## src/rtl/sevenseg_pkg.sv

```systemverilog
// -----------------------------------------------------------------------------
// sevenseg_pkg
// Shared types and constants for the seven-segment display path.
//   phase_t        : scan phase within one digit slot (blank gap / lit)
//   AN_OFF         : anode pattern with every digit off (anodes are active-low)
//   liro_t         : LIRO state codes
//   DIG_*          : non-numeric digit codes (10..14) understood by sevenseg_control
//   dim_on_cycles  : lit cycles per slot when dimming is active
// -----------------------------------------------------------------------------
package sevenseg_pkg;

    typedef enum logic {
        PH_BLANK = 1'b0,
        PH_ON    = 1'b1
    } phase_t;

    localparam logic [3:0] AN_OFF = 4'b1111;

    typedef enum logic [1:0] {
        LIRO_00 = 2'b00,
        LIRO_01 = 2'b01,
        LIRO_10 = 2'b10,
        LIRO_11 = 2'b11
    } liro_t;

    // Letter/symbol codes placed after the decimal digits 0..9.
    localparam logic [3:0] DIG_L    = 4'd10;
    localparam logic [3:0] DIG_I    = 4'd11;
    localparam logic [3:0] DIG_R    = 4'd12;
    localparam logic [3:0] DIG_O    = 4'd13;
    localparam logic [3:0] DIG_DASH = 4'd14;

    // A quarter of the non-blank part of a slot, never less than one cycle.
    function automatic int dim_on_cycles(input int refresh_div, input int blank_cycles);
        int w;
        w = (refresh_div - blank_cycles) / 4;
        return (w < 1) ? 1 : w;
    endfunction

endpackage

```

## src/rtl/sevenseg_scan_scheduler_hold_timer.sv

```systemverilog
// -----------------------------------------------------------------------------
// display_hold_timer
// Decides which source owns the display. A request from source B is remembered
// until the next frame boundary; at that boundary B takes over for HOLD_FRAMES
// frames, counted from the last accepted request.
// Ports:
//   CLK, RST         : clock, asynchronous active-high reset
//   i_req            : source B request, sampled every clock
//   i_boundary       : high in the cycle whose closing edge starts a new frame
//   o_src_sel        : registered selection (0 = A, 1 = B)
//   o_src_sel_next   : selection that takes effect on the coming edge, so the
//                      frame latch can load from the right source on that edge
// -----------------------------------------------------------------------------
module display_hold_timer #(
    parameter int HOLD_FRAMES = 500
) (
    input  logic CLK,
    input  logic RST,
    input  logic i_req,
    input  logic i_boundary,
    output logic o_src_sel,
    output logic o_src_sel_next
);

    localparam int HW = $clog2(HOLD_FRAMES + 1);
    localparam logic [HW-1:0] HOLD_RELOAD = HW'(HOLD_FRAMES - 1);

    logic          r_pend;
    logic [HW-1:0] r_hold;
    logic          w_pend_next;
    logic [HW-1:0] w_hold_next;
    logic          w_src_next;

    always_comb begin
        w_pend_next = r_pend;
        w_hold_next = r_hold;
        w_src_next  = o_src_sel;
        if (i_boundary) begin
            // A request landing on the boundary edge itself is taken right away.
            if (r_pend || i_req) begin
                w_src_next  = 1'b1;
                w_hold_next = HOLD_RELOAD;
                w_pend_next = 1'b0;
            end else if (r_hold != '0) begin
                w_hold_next = r_hold - HW'(1);
            end else begin
                w_src_next = 1'b0;
            end
        end else if (i_req) begin
            w_pend_next = 1'b1;
        end
    end

    assign o_src_sel_next = w_src_next;

    always_ff @(posedge CLK or posedge RST) begin
        if (RST) begin
            r_pend    <= 1'b0;
            r_hold    <= '0;
            o_src_sel <= 1'b0;
        end else begin
            r_pend    <= w_pend_next;
            r_hold    <= w_hold_next;
            o_src_sel <= w_src_next;
        end
    end

endmodule

```

## src/rtl/sevenseg_scan_scheduler.sv

```systemverilog
// -----------------------------------------------------------------------------
// sevenseg_scan_scheduler
// Scans a 4-digit seven-segment display. Each digit slot is REFRESH_DIV clocks:
// the first BLANK_CYCLES have every anode off (anti-ghosting gap), the rest light
// the digit selected by anode_count. Every 4 slots form a frame; the displayed
// value and LIRO state are latched once per frame from source A or source B.
// Optional feature (macro SEG_DIM_EN): adds input dim which shortens the lit
// part of each slot to a quarter of its normal length.
// Ports:
//   CLK, RST              : clock, asynchronous active-high reset
//   num_a, state_a        : source A value / LIRO state
//   num_b, state_b, req_b : source B value / LIRO state / request
//   dim                   : (SEG_DIM_EN only) dimming enable
//   anode_count           : digit index for sevenseg_control
//   an                    : active-low anodes
//   frame_num/frame_state : value and state latched for the current frame
//   frame_start           : pulse in the first cycle of each frame
//   src_sel               : 0 = A shown, 1 = B shown
// All outputs are registered.
// -----------------------------------------------------------------------------
module sevenseg_scan_scheduler
    import sevenseg_pkg::*;
#(
    parameter int REFRESH_DIV  = 25000,
    parameter int BLANK_CYCLES = 500,
    parameter int HOLD_FRAMES  = 500
) (
    input  logic       CLK,
    input  logic       RST,
    input  logic [3:0] num_a,
    input  logic [1:0] state_a,
    input  logic [3:0] num_b,
    input  logic [1:0] state_b,
    input  logic       req_b,
`ifdef SEG_DIM_EN
    input  logic       dim,
`endif
    output logic [1:0] anode_count,
    output logic [3:0] an,
    output logic [3:0] frame_num,
    output logic [1:0] frame_state,
    output logic       frame_start,
    output logic       src_sel
);

    localparam int CNT_W = $clog2(REFRESH_DIV);
    localparam logic [CNT_W-1:0] CNT_LAST = CNT_W'(REFRESH_DIV - 1);
    localparam logic [CNT_W-1:0] BLANK_C  = CNT_W'(BLANK_CYCLES);

    logic [CNT_W-1:0] r_cnt;
    phase_t           r_phase;

    logic [CNT_W-1:0] w_cnt_next;
    logic [1:0]       w_ac_next;
    phase_t           w_phase_next;
    logic             w_slot_end;
    logic             w_boundary;
    logic             w_lit;
    logic             w_sel_next;
    logic [3:0]       w_an_on;

    assign w_slot_end = (r_cnt == CNT_LAST);
    assign w_boundary = w_slot_end && (anode_count == 2'd3);
    assign w_cnt_next = w_slot_end ? '0 : r_cnt + CNT_W'(1);
    assign w_ac_next  = w_slot_end ? anode_count + 2'd1 : anode_count;

    // Outputs are registered from the next-state values so that an and
    // anode_count line up with the counter in the same cycle.
    always_comb begin
        w_phase_next = r_phase;
        case (r_phase)
            PH_BLANK: if (w_cnt_next == BLANK_C) w_phase_next = PH_ON;
            PH_ON:    if (w_slot_end)            w_phase_next = PH_BLANK;
            default:  w_phase_next = PH_BLANK;
        endcase
    end

`ifdef SEG_DIM_EN
    localparam int DIM_END = BLANK_CYCLES + dim_on_cycles(REFRESH_DIV, BLANK_CYCLES);
    localparam logic [CNT_W:0] DIM_END_C = (CNT_W + 1)'(DIM_END);
    assign w_lit = (w_phase_next == PH_ON) && (!dim || ({1'b0, w_cnt_next} < DIM_END_C));
`else
    assign w_lit = (w_phase_next == PH_ON);
`endif

    // Active-low one-hot for the digit that will be selected after this edge.
    for (genvar gi = 0; gi < 4; gi++) begin : g_an
        assign w_an_on[gi] = (w_ac_next != 2'(gi));
    end

    display_hold_timer #(
        .HOLD_FRAMES(HOLD_FRAMES)
    ) u_hold (
        .CLK           (CLK),
        .RST           (RST),
        .i_req         (req_b),
        .i_boundary    (w_boundary),
        .o_src_sel     (src_sel),
        .o_src_sel_next(w_sel_next)
    );

    always_ff @(posedge CLK or posedge RST) begin
        if (RST) begin
            r_cnt       <= '0;
            r_phase     <= PH_BLANK;
            anode_count <= 2'd0;
            an          <= AN_OFF;
            frame_num   <= 4'd0;
            frame_state <= 2'b00;
            frame_start <= 1'b0;
        end else begin
            r_cnt       <= w_cnt_next;
            r_phase     <= w_phase_next;
            anode_count <= w_ac_next;
            an          <= w_lit ? w_an_on : AN_OFF;
            frame_start <= w_boundary;
            if (w_boundary) begin
                frame_num   <= w_sel_next ? num_b   : num_a;
                frame_state <= w_sel_next ? state_b : state_a;
            end
        end
    end

endmodule

```

## config.mk

```make
export PLATFORM = sky130hd
export DESIGN_NAME = sevenseg_scan_scheduler
export DESIGN_NICKNAME = d
export VERILOG_FILES = /design/src/rtl/sevenseg_pkg.sv /design/src/rtl/sevenseg_scan_scheduler_hold_timer.sv /design/src/rtl/sevenseg_scan_scheduler.sv
export SDC_FILE = /design/constraint.sdc
export NUM_CORES = 1
export LEC_CHECK = 0
export CAP_MARGIN = 20
export CORE_MARGIN = 5
export CORE_UTILIZATION = 47
export CTS_BUF_LIST = sky130_fd_sc_hd__clkbuf_4
export DETAILED_ROUTE_END_ITERATION = 8
export PLACE_DENSITY = 0.7
export RECOVER_POWER = 25
export SKIP_LAST_GASP = 1
export SYNTH_ARGS = -nofsm -noshare
export SYNTH_HDL_FRONTEND = slang
export SYNTH_SLANG_ARGS = --single-unit
```

## constraint.sdc

```tcl
create_clock -name CLK -period 3.02 [get_ports CLK]
set_input_delay 0.906 -clock CLK [delete_from_list [all_inputs] [get_ports CLK]]
set_output_delay 0.906 -clock CLK [all_outputs]
set_load 0.005 [all_outputs]
```

==> results_dict.tcl, run 1 <==
set metrics [dict create \
    outcome "finished, final reports clean" \
    p_int_mw 0.673 \
    synth_nets 221 \
    wirelength_um 4100 \
    grt_pass1_vias 1447 \
    grt_antenna_before_repair 0 \
    area_growth_pct 17.0 \
    clock_latency_ns 0.34 \
    muxShareOfSynthArea_pct 0.974 \
    synth_compound_area_share_pct 4.50 \
    drt.antenna.violating_nets 0 \
    ir_drop_uv 184 \
    hold_violations 0 \
    postCtsResizedCells 0 \
    met1_length_um 2060 \
    synth_top_family_by_area "simple AND/OR/NAND/NOR gates" \
    viasPerCell 5.38 \
    p_per_area_nw_per_um2 357 \
    grt_overflow_total 0 \
    io_pins 29 \
    die_y_um 76.1 \
    period_needed_ns 2.42 \
    synth_fa_ha_area_share_pct 2.43 \
    clock_sinks 40 \
    cp.required_ns 3.29 \
    routed-via-count 1533 \
    die-width_um 76.1 \
    switching_share_pct 21.7 \
    fin_skew_ns 0.00471 \
    grt_max_degree 41 \
    start_util_pct 47.9 \
    comb_power_share_pct 4.9 \
    endpoint_kind "flop" \
    track_usage_pct 15.0 \
    synthXorXnorAreaFrac_pct 6.82 \
    synthesis.area_um2 2060 \
    routed.top_layer "met4" \
    p_seq_share_pct 63.1 \
    dr.first_iter.drc_count 112 \
    avgSynthCellArea_um2 10.2 \
    path_max_fanout 6 \
    worst_slack_ns 0.598 \
    root_buffer "clkbuf_4" \
    yosys_register_bits 40 \
    htree_levels 2 \
    reg2regPathDepth 7 \
    yosys.area_share.simple_pct 31.7 \
    synthCells 202 \
    num_antenna_cells 0 \
    clock_path_buffers 2 \
    r2r_end "frame_num[1]" \
    dieArea_um2 5800 \
    grt_pass1_wl_um 7160 \
    switching_power_mw 0.186 \
    yosysSeqAreaShare_pct 48.9 \
    min_to "r_cnt[0]" \
    first_pass_iters 4 \
    gp_congestion 0.847 \
    fmax_mhz 413 \
    leakagePower_nw 0.980 \
    cp-start-kind "flop" \
    wl_met3_um 127 \
    hpwl_um 2880 \
    synth.yosys.warnings 0 \
    drive_above_1_share_pct 10.7 \
    fp-row-count 24 \
    remaining_drc_errors 0 \
    place_ws_ns 0.561 \
    ys_types 40 \
    min_path_cells 1 \
    finalSetupViolCount 0 \
    tritoncts "done" \
    pwr-share-clk_pct 32.1 \
    avgRoutedWirePerCell_um 14.4 \
    cap_violations 0 \
    clkTransAtPathRegs_ns 0.11 \
    tightest_slew_ns 0.978 \
    hp-class "flop to flop" \
    cts_buffers 5 \
    setup_tns_ns 0 \
    post_cts_buffers 0 \
    regToRegSetupSlack_ns 0.60 \
    worstSetupPathType "flop to flop" \
    core_um2 4290 \
    fill_cells 389 \
    period_share_pct 80.2 \
    routed-wl-met2_um 1850 \
    io_buffers 28 \
    min_from "r_cnt[0]" \
    nNetsFinal 251 \
    cp_data_arrival_time_ns 2.69 \
    rsz0062_at_grt "false" \
    final_max_slew_viol_count 0 \
    relSlewSlack_pct 34.8 \
    rr_startpoint "u_hold.r_hold[0]" \
    hold_buffers 0 \
]
flip-flops by register name, indices dropped and copies added, names as in the netlist:
signal            flops
anode_count           2
r_phase               1
u_hold.r_hold         9
r_cnt                15
frame_num             4
an                    4
frame_start           1
frame_state           2
u_hold.r_pend         1
u_hold.o_src_sel      1
cells in the mapped netlist, drive strengths merged:
library cell / instances / share of area (%)
dfrtp: 36 / 44
nor2: 31 / 5.7
nor3: 15 / 3.7
nand2: 13 / 2.4
nand3: 13 / 3.2
xor2: 9 / 3.8
nand4: 8 / 3.2
xnor2: 7 / 3.0
buf: 6 / 3.2
inv: 6 / 1.1
o21ai: 5 / 1.2
or4: 5 / 2.0
a21oi: 4 / 0.97
and4: 4 / 1.7
dfstp: 4 / 5.1
ha: 4 / 2.4
and2: 3 / 0.91
and3: 3 / 0.91
or3: 3 / 0.97
or4b: 3 / 1.6
a211oi: 2 / 0.73
clkbuf: 2 / 0.37
mux2i: 2 / 0.97
nand4b: 2 / 0.85
nor4: 2 / 2.1
o41ai: 2 / 0.85
or2: 2 / 0.61
and4b: 1 / 0.49
and4bb: 1 / 0.61
nor4bb: 1 / 0.49
o211ai: 1 / 0.37
o31ai: 1 / 0.37
or3b: 1 / 0.43
cell type report:
type	count	area, µm²	share of cell area, %
clock buffer	7	52.6	2.19
clock inverter	1	3.75	0.156
inverter	6	22.5	0.937
multi-input combinational	148	955	39.7
sequential	40	1010	41.8
tap	52	65.1	2.71
timing repair buffer	31	300	12.5
cell families after synthesis:
family                   count (synthesis)
buffers and inverters                   14
XOR/XNOR                                16
AO/OA/AOI/OAI                           15
multiplexers                             2
flip-flops                              40
adder cells (fa/ha/maj)                  4
AND/OR/NAND/NOR                        111
worst max-delay path, stage by stage, from the launching register on:
cell	delay, ns
dfrtp_1	0.40
inv_1	0.11
ha_1	0.16
or4b_2	0.61
or2_2	0.37
a21oi_1	0.46
nor3_1	0.08
nor3_1	0.17
stage by stage:
stage / std cells / instance area (µm²) / util [%] / hold slack (ns) / power, mW
5_1_grt: 285 / 2400 / 56.0 / 0.530 / 0.898
3_3_place_gp: 277 / 2350 / 54.7 / 0.472 / 0.595
4_1_cts: 285 / 2410 / 56.1 / 0.496 / 0.875
2_1_floorplan: 202 / 2060 / - / 0.455 / 0.564
3_5_place_dp: 277 / 2350 / 54.7 / 0.479 / 0.596
6_report: 285 / 2400 / 56.0 / 0.489 / 0.859
power by group through the flow:
stage / clock [mW] / combinational [mW] / sequential (mW)
2_1_floorplan: 0 / 0.0121 / 0.552
3_3_place_gp: 0 / 0.0436 / 0.552
3_5_place_dp: 0 / 0.0437 / 0.552
4_1_cts: 0.289 / 0.0439 / 0.542
5_1_grt: 0.309 / 0.0462 / 0.543
6_report: 0.275 / 0.0418 / 0.542
worst max path at each step:
stage / startpoint / endpoint / slack (ns) / depth (start not counted)
finish: u_hold.r_hold[0] / frame_num[1] / 0.60 / 7
global route: u_hold.r_hold[0] / frame_num[2] / 0.41 / 7
CTS: u_hold.r_hold[0] / frame_num[1] / 0.58 / 7
detailed placement: req_b / u_hold.r_hold[3] / 0.56 / 5
global placement: req_b / u_hold.r_hold[3] / 0.57 / 5
floorplan: r_cnt[0] / r_phase / 0.83 / 6
cells in the final DEF (no fill, tap or decap), drive strengths merged, types with 3 or more instances in the layout:
cell	count
nand3	13
or4b	3
inv	6
xor2	9
xnor2	7
nor3	15
dfrtp	36
ha	4
a21oi	4
and2	3
o21ai	5
nor2	31
clkbuf	8
and3	3
nand4	8
or4	5
or3	3
dfstp	4
and4	4
clkdlybuf4s50	27
nand2	13
routing by layer:
metal | vias to the layer above | track usage, %
met3 | 5 | 2.60
li1 | 779 | -
met2 | 26 | 22.3
met5 | - | 0
met1 | 723 | 21.0
met4 | 0 | 6.99
Power figures use the tool's default switching activity.
==> run 2, diff against run 1 <==
PLACE_DENSITY = 0.73   (was 0.7)
clock period = 2.17 ns   (was 3.02 ns; I/O delays follow)
==> run 2 against run 1 <==
Against the previous run:
- sequential power grew 39%
- clock power increased to 2.7 times the previous value
- first-iteration DRC count up 49%
- fmax up 12%
- wire length up 16%
- clock skew increased by 0.0036 ns
- clock-buffer cell count is 2 lower
- sequential share of layout area shrank 5.7 points
- critical endpoint is now u_hold.r_hold[8]
- cell area up 16%
- total power increased by 80%
==> results_dict.tcl, run 2 (synthesis gave the netlist of run 1 again) <==
set metrics [dict create \
    routed-via-count 1716 \
    clock_sinks 40 \
    nNetsFinal 283 \
    drive_above_1_share_pct 26.0 \
    num_antenna_cells 0 \
    hold_buffers 0 \
    reg_top3 "r_cnt: 15 flops, u_hold.r_hold: 9 flops" \
    area_growth_pct 35.5 \
    hpwl_um 3420 \
    grt_max_degree 41 \
    outcome "finished, final reports clean" \
    dr.first_iter.drc_count 167 \
    worstSetupPathType "flop to flop" \
    leakagePower_nw 1.19 \
    place_ws_ns -0.0153 \
    fill_cells 345 \
    first_pass_iters 4 \
    gp_congestion 0.840 \
    hold_violations 0 \
    cpPeakStageDelay_ns 0.55 \
    grt_pass1_vias 1675 \
    fp-row-count 24 \
    slowest_stage "or4b_4" \
    start_util_pct 47.9 \
    worstSetupStartpoint "r_cnt[4]" \
    total_power_mw 1.54 \
    multi_input_area_um2 1010 \
    period_needed_ns 2.16 \
    finalSetupViolCount 0 \
    wirelength_um 4780 \
    ir_drop_uv 334 \
    endpoint_kind "flop" \
    track_usage_pct 17.1 \
    rsz0062_at_grt "true" \
    final_max_slew_viol_count 0 \
    reg2regPathDepth 5 \
    cp.required_ns 2.47 \
    die_y_um 76.1 \
    root_buffer "clkbuf_4" \
    io_buffers 28 \
    comb_power_share_pct 3.8 \
    place_area_um2 2600 \
    worst_slack_ns 0.00722 \
    p_seq_share_pct 48.9 \
    clock_path_buffers 2 \
    p_per_area_nw_per_um2 554 \
    avgRoutedWirePerCell_um 15.1 \
    die-width_um 76.1 \
    layout_common_cells "dfrtp_1, buf_4, nor2_1" \
    cap_violations 0 \
    core_um2 4290 \
    fin_skew_ns 0.00827 \
    hp-class "flop to flop" \
    tightest_slew_ns 0.981 \
    cp-endpoint "u_hold.r_hold[8]" \
    grt_antenna_before_repair 0 \
    cts_buffers 5 \
    rr_startpoint "r_cnt[4]" \
    io_pins 29 \
    htree_levels 2 \
    largest_register_ffs 15 \
    path_max_fanout 6 \
    cp_data_arrival_time_ns 2.46 \
    clock_latency_ns 0.36 \
    clkTransAtPathRegs_ns 0.12 \
    period_share_pct 99.7 \
    relSlewSlack_pct 34.6 \
    switching_power_mw 0.282 \
    regArea_um2 1010 \
    whs_ns 0.550 \
    drt.antenna.violating_nets 0 \
    final_common_cell "dfrtp_1" \
    regToRegSetupSlack_ns 0.007 \
    pwr-share-clk_pct 47.3 \
    p_int_mw 1.26 \
    remaining_drc_errors 0 \
    switching_share_pct 18.3 \
    crit_chain "or4b_4 -> nor4_4 -> nand4_4 -> or4b_1 -> nand3_1" \
    tritoncts "done" \
    stdcell_area_um2 2790 \
    r2r_end "u_hold.r_hold[8]" \
    grt_pass1_wl_um 8240 \
    cp-start-kind "flop" \
    fmax_mhz 462 \
    regMostFlops "r_cnt" \
    dieArea_um2 5800 \
    grt_overflow_total 0 \
    viasPerCell 5.41 \
]
run 2: metrics by stage:
stage	util [%]	instances	TNS (ns)
global placement	60.6	306	0
floorplan	-	202	0
finish	64.9	317	0
detailed placement	60.6	306	-0.0371
CTS	63.7	314	-0.00593
global route	64.9	317	-0.0720
run 2: worst min path at each step:
stage                           from                to  cells past startpoint
floorplan                   r_cnt[0]          r_cnt[0]                      1
global placement            r_cnt[0]          r_cnt[1]                      1
detailed placement          r_cnt[0]          r_cnt[1]                      1
CTS                 u_hold.r_hold[5]  u_hold.r_hold[5]                      2
global route        u_hold.r_hold[5]  u_hold.r_hold[5]                      2
finish              u_hold.r_hold[5]  u_hold.r_hold[5]                      2
run 2: repair_timing:
item	4_1_cts	5_1_grt
gates resized for setup	2	14
endpoints found under the setup margin	5	18
setup buffers	0	3
pin swaps	2	7
run 2: power groups by stage:
stage	sequential, mW	clock [mW]	combinational, mW
4_1_cts	0.754	0.739	0.0642
3_3_place_gp	0.768	0	0.0638
2_1_floorplan	0.769	0	0.0168
5_1_grt	0.755	0.772	0.0648
6_report	0.754	0.730	0.0587
3_5_place_dp	0.768	0	0.0641
run 2: area by class of cell:
cell class | count | area share [%]
Multi-Input combinational cell | 148 | 36.3
Sequential cell | 40 | 36.1
Timing Repair Buffer | 63 | 19.8
Clock inverter | 3 | 3.23
Tap cell | 52 | 2.33
Clock buffer | 5 | 1.35
Inverter | 6 | 0.808
run 2: metal layers:
metal  part of all wire [%]  track usage [%]  vias to the layer above
li1                       -                -                      842
met1                     46             23.4                      834
met2                     49             27.2                       34
met3                    3.7             2.36                        6
met4                    1.5             7.17                        0
met5                      0                0                        -
run 2: critical path: cells and delay by family (launching register included):
family           cells  cell delay (ns)
AND/OR/NAND/NOR      5             1.71
flip-flops           1             0.41
==> run 3, diff against run 2 <==
CORE_UTILIZATION = 45   (was 47)
PLACE_DENSITY = 0.7   (was 0.73)
==> run 3 against run 2 <==
Against the previous run:
- cell area down 0.58%
- clock skew fell by 0.0012 ns
- worst setup slack improved by 0.0095 ns
- register-to-register slack hardly changed
- critical path depth is 3 higher
- sequential cell count unchanged
- global-route usage is 1.5 points lower
- non-clock buffer count up 3
- combinational power about the same
- fmax grew 0.44%
- utilization decreased by 1.7 points
- via count is 2.0% lower
==> results_dict.tcl, run 3 (synthesis gave the netlist of run 1 again) <==
set metrics [dict create \
    cp_data_arrival_time_ns 2.40 \
    endpoint_kind "flop" \
    routed-wl-met2_um 2100 \
    setup_tns_ns 0 \
    leakagePower_nw 1.19 \
    wl_met3_um 153 \
    grt_antenna_before_repair 0 \
    cts_buffers 5 \
    period_share_pct 99.2 \
    wirelength_um 4580 \
    regMostFlops "r_cnt" \
    io_pins 29 \
    cp.required_ns 2.41 \
    grt_overflow_total 0 \
    nNetsFinal 286 \
    path_max_fanout 3 \
    finalSetupViolCount 0 \
    hold_buffers 0 \
    die_y_um 77.6 \
    area_growth_pct 34.8 \
    outcome "finished, final reports clean" \
    gp_congestion 0.812 \
    routed.top_layer "met4" \
    period_needed_ns 2.15 \
    final_common_cell "dfrtp_1" \
    root_buffer "clkbuf_4" \
    tightest_slew_ns 0.967 \
    fin_skew_ns 0.00709 \
    p_per_area_nw_per_um2 476 \
    hold_violations 0 \
    dieArea_um2 6020 \
    drt.antenna.violating_nets 0 \
    start_util_pct 46.9 \
    num_antenna_cells 0 \
    first_pass_iters 4 \
    avgRoutedWirePerCell_um 14.3 \
    relSlewSlack_pct 35.5 \
    viasPerCell 5.25 \
    final_max_slew_viol_count 0 \
    whs_ns 0.548 \
    hp-class "flop to flop" \
    ir_drop_uv 393 \
    largest_register_ffs 15 \
    clock_sinks 40 \
    worstSetupPathType "flop to flop" \
    io_buffers 28 \
    dr.first_iter.drc_count 72 \
    hpwl_um 3160 \
    reg_top3 "r_cnt: 15 flops, u_hold.r_hold: 9 flops" \
    track_usage_pct 15.7 \
    cap_violations 0 \
    core_um2 4380 \
    drive_above_1_share_pct 27.2 \
    final_util_pct 63.2 \
    total_power_mw 1.32 \
    clock_latency_ns 0.35 \
    layout_common_cells "dfrtp_1, buf_4, nor2_1" \
    tritoncts "done" \
    cp-start-kind "flop" \
    met1_length_um 2270 \
    die-width_um 77.6 \
    htree_levels 2 \
    fmax_mhz 464 \
    remaining_drc_errors 0 \
    routed-via-count 1681 \
    grt_pass1_wl_um 7660 \
    grt_pass1_vias 1590 \
    grt_max_degree 41 \
    clock_path_buffers 2 \
    rsz0062_at_grt "true" \
    clkTransAtPathRegs_ns 0.12 \
    fp-row-count 24 \
]
==> run 3: changes by cell type in the layout (fill, tap and decap cells not counted), moves of 2 or more <==
cell / change
nor3_1: -2
bufinv_16: -2
buf_6: +2
o41ai_2: +2
nor3_2: +2
==> run 3: worst max-delay path, stage by stage (launching register included) <==
cell and delay, ns:
dfrtp_1 0.40, or4b_4 0.55, nor4_4 0.37, buf_4 0.18, nand2_1 0.08, inv_2 0.12, buf_4 0.12, and3_1 0.16
o21ai_0 0.08
==> run 3: final timing paths <==
path	start	endpoint	slack, ns	depth (start not counted)
min	r_cnt[0]	r_cnt[0]	0.55	2
min in group asynchronous	RST	r_cnt[9]	1.03	3
min reg2reg	r_cnt[0]	r_cnt[0]	0.55	2
max	r_cnt[4]	u_hold.r_hold[0]	0.02	8
max in group asynchronous	RST	r_cnt[13]	0.55	3
max reg2reg	r_cnt[4]	u_hold.r_hold[0]	0.02	8
==> run 3: report_power, final <==
part / internal (mW) / total [mW] / leakage, nW / switching [mW]
Clock: 0.254 / 0.505 / 0.0456 / 0.251
Sequential: 0.751 / 0.754 / 0.472 / 0.00303
Combinational: 0.0354 / 0.0589 / 0.668 / 0.0234
==> run 3: routing by layer <==
layer / track usage (%) / vias up
li1: - / 844
met1: 22.3 / 806
met2: 23.3 / 25
met3: 4.05 / 6
met4: 5.15 / 0
met5: 0 / -
==> run 3: what timing repair did <==
item	CTS	global route
pin swaps	1	10
gates resized for setup	2	16
setup buffers	1	6
endpoints found under the setup margin	2	13
==> run 3: stage by stage <==
stage          cell area, µm²  worst slack [ns]  instances
2_1_floorplan            2060            0.0150        202
3_3_place_gp             2590            0.0198        305
3_5_place_dp             2590           -0.0126        305
4_1_cts                  2680           -0.0102        314
5_1_grt                  2770           -0.0654        320
6_report                 2770            0.0167        320
==> run 3: layout make-up <==
type,count,area [µm²]
Multi-Input combinational cell,148,1010
Clock inverter,2,35.0
Timing Repair Buffer,66,583
Tap cell,52,65.1
Fill cell,367,1610
Sequential cell,40,1010
Clock buffer,6,45.0
Inverter,6,22.5
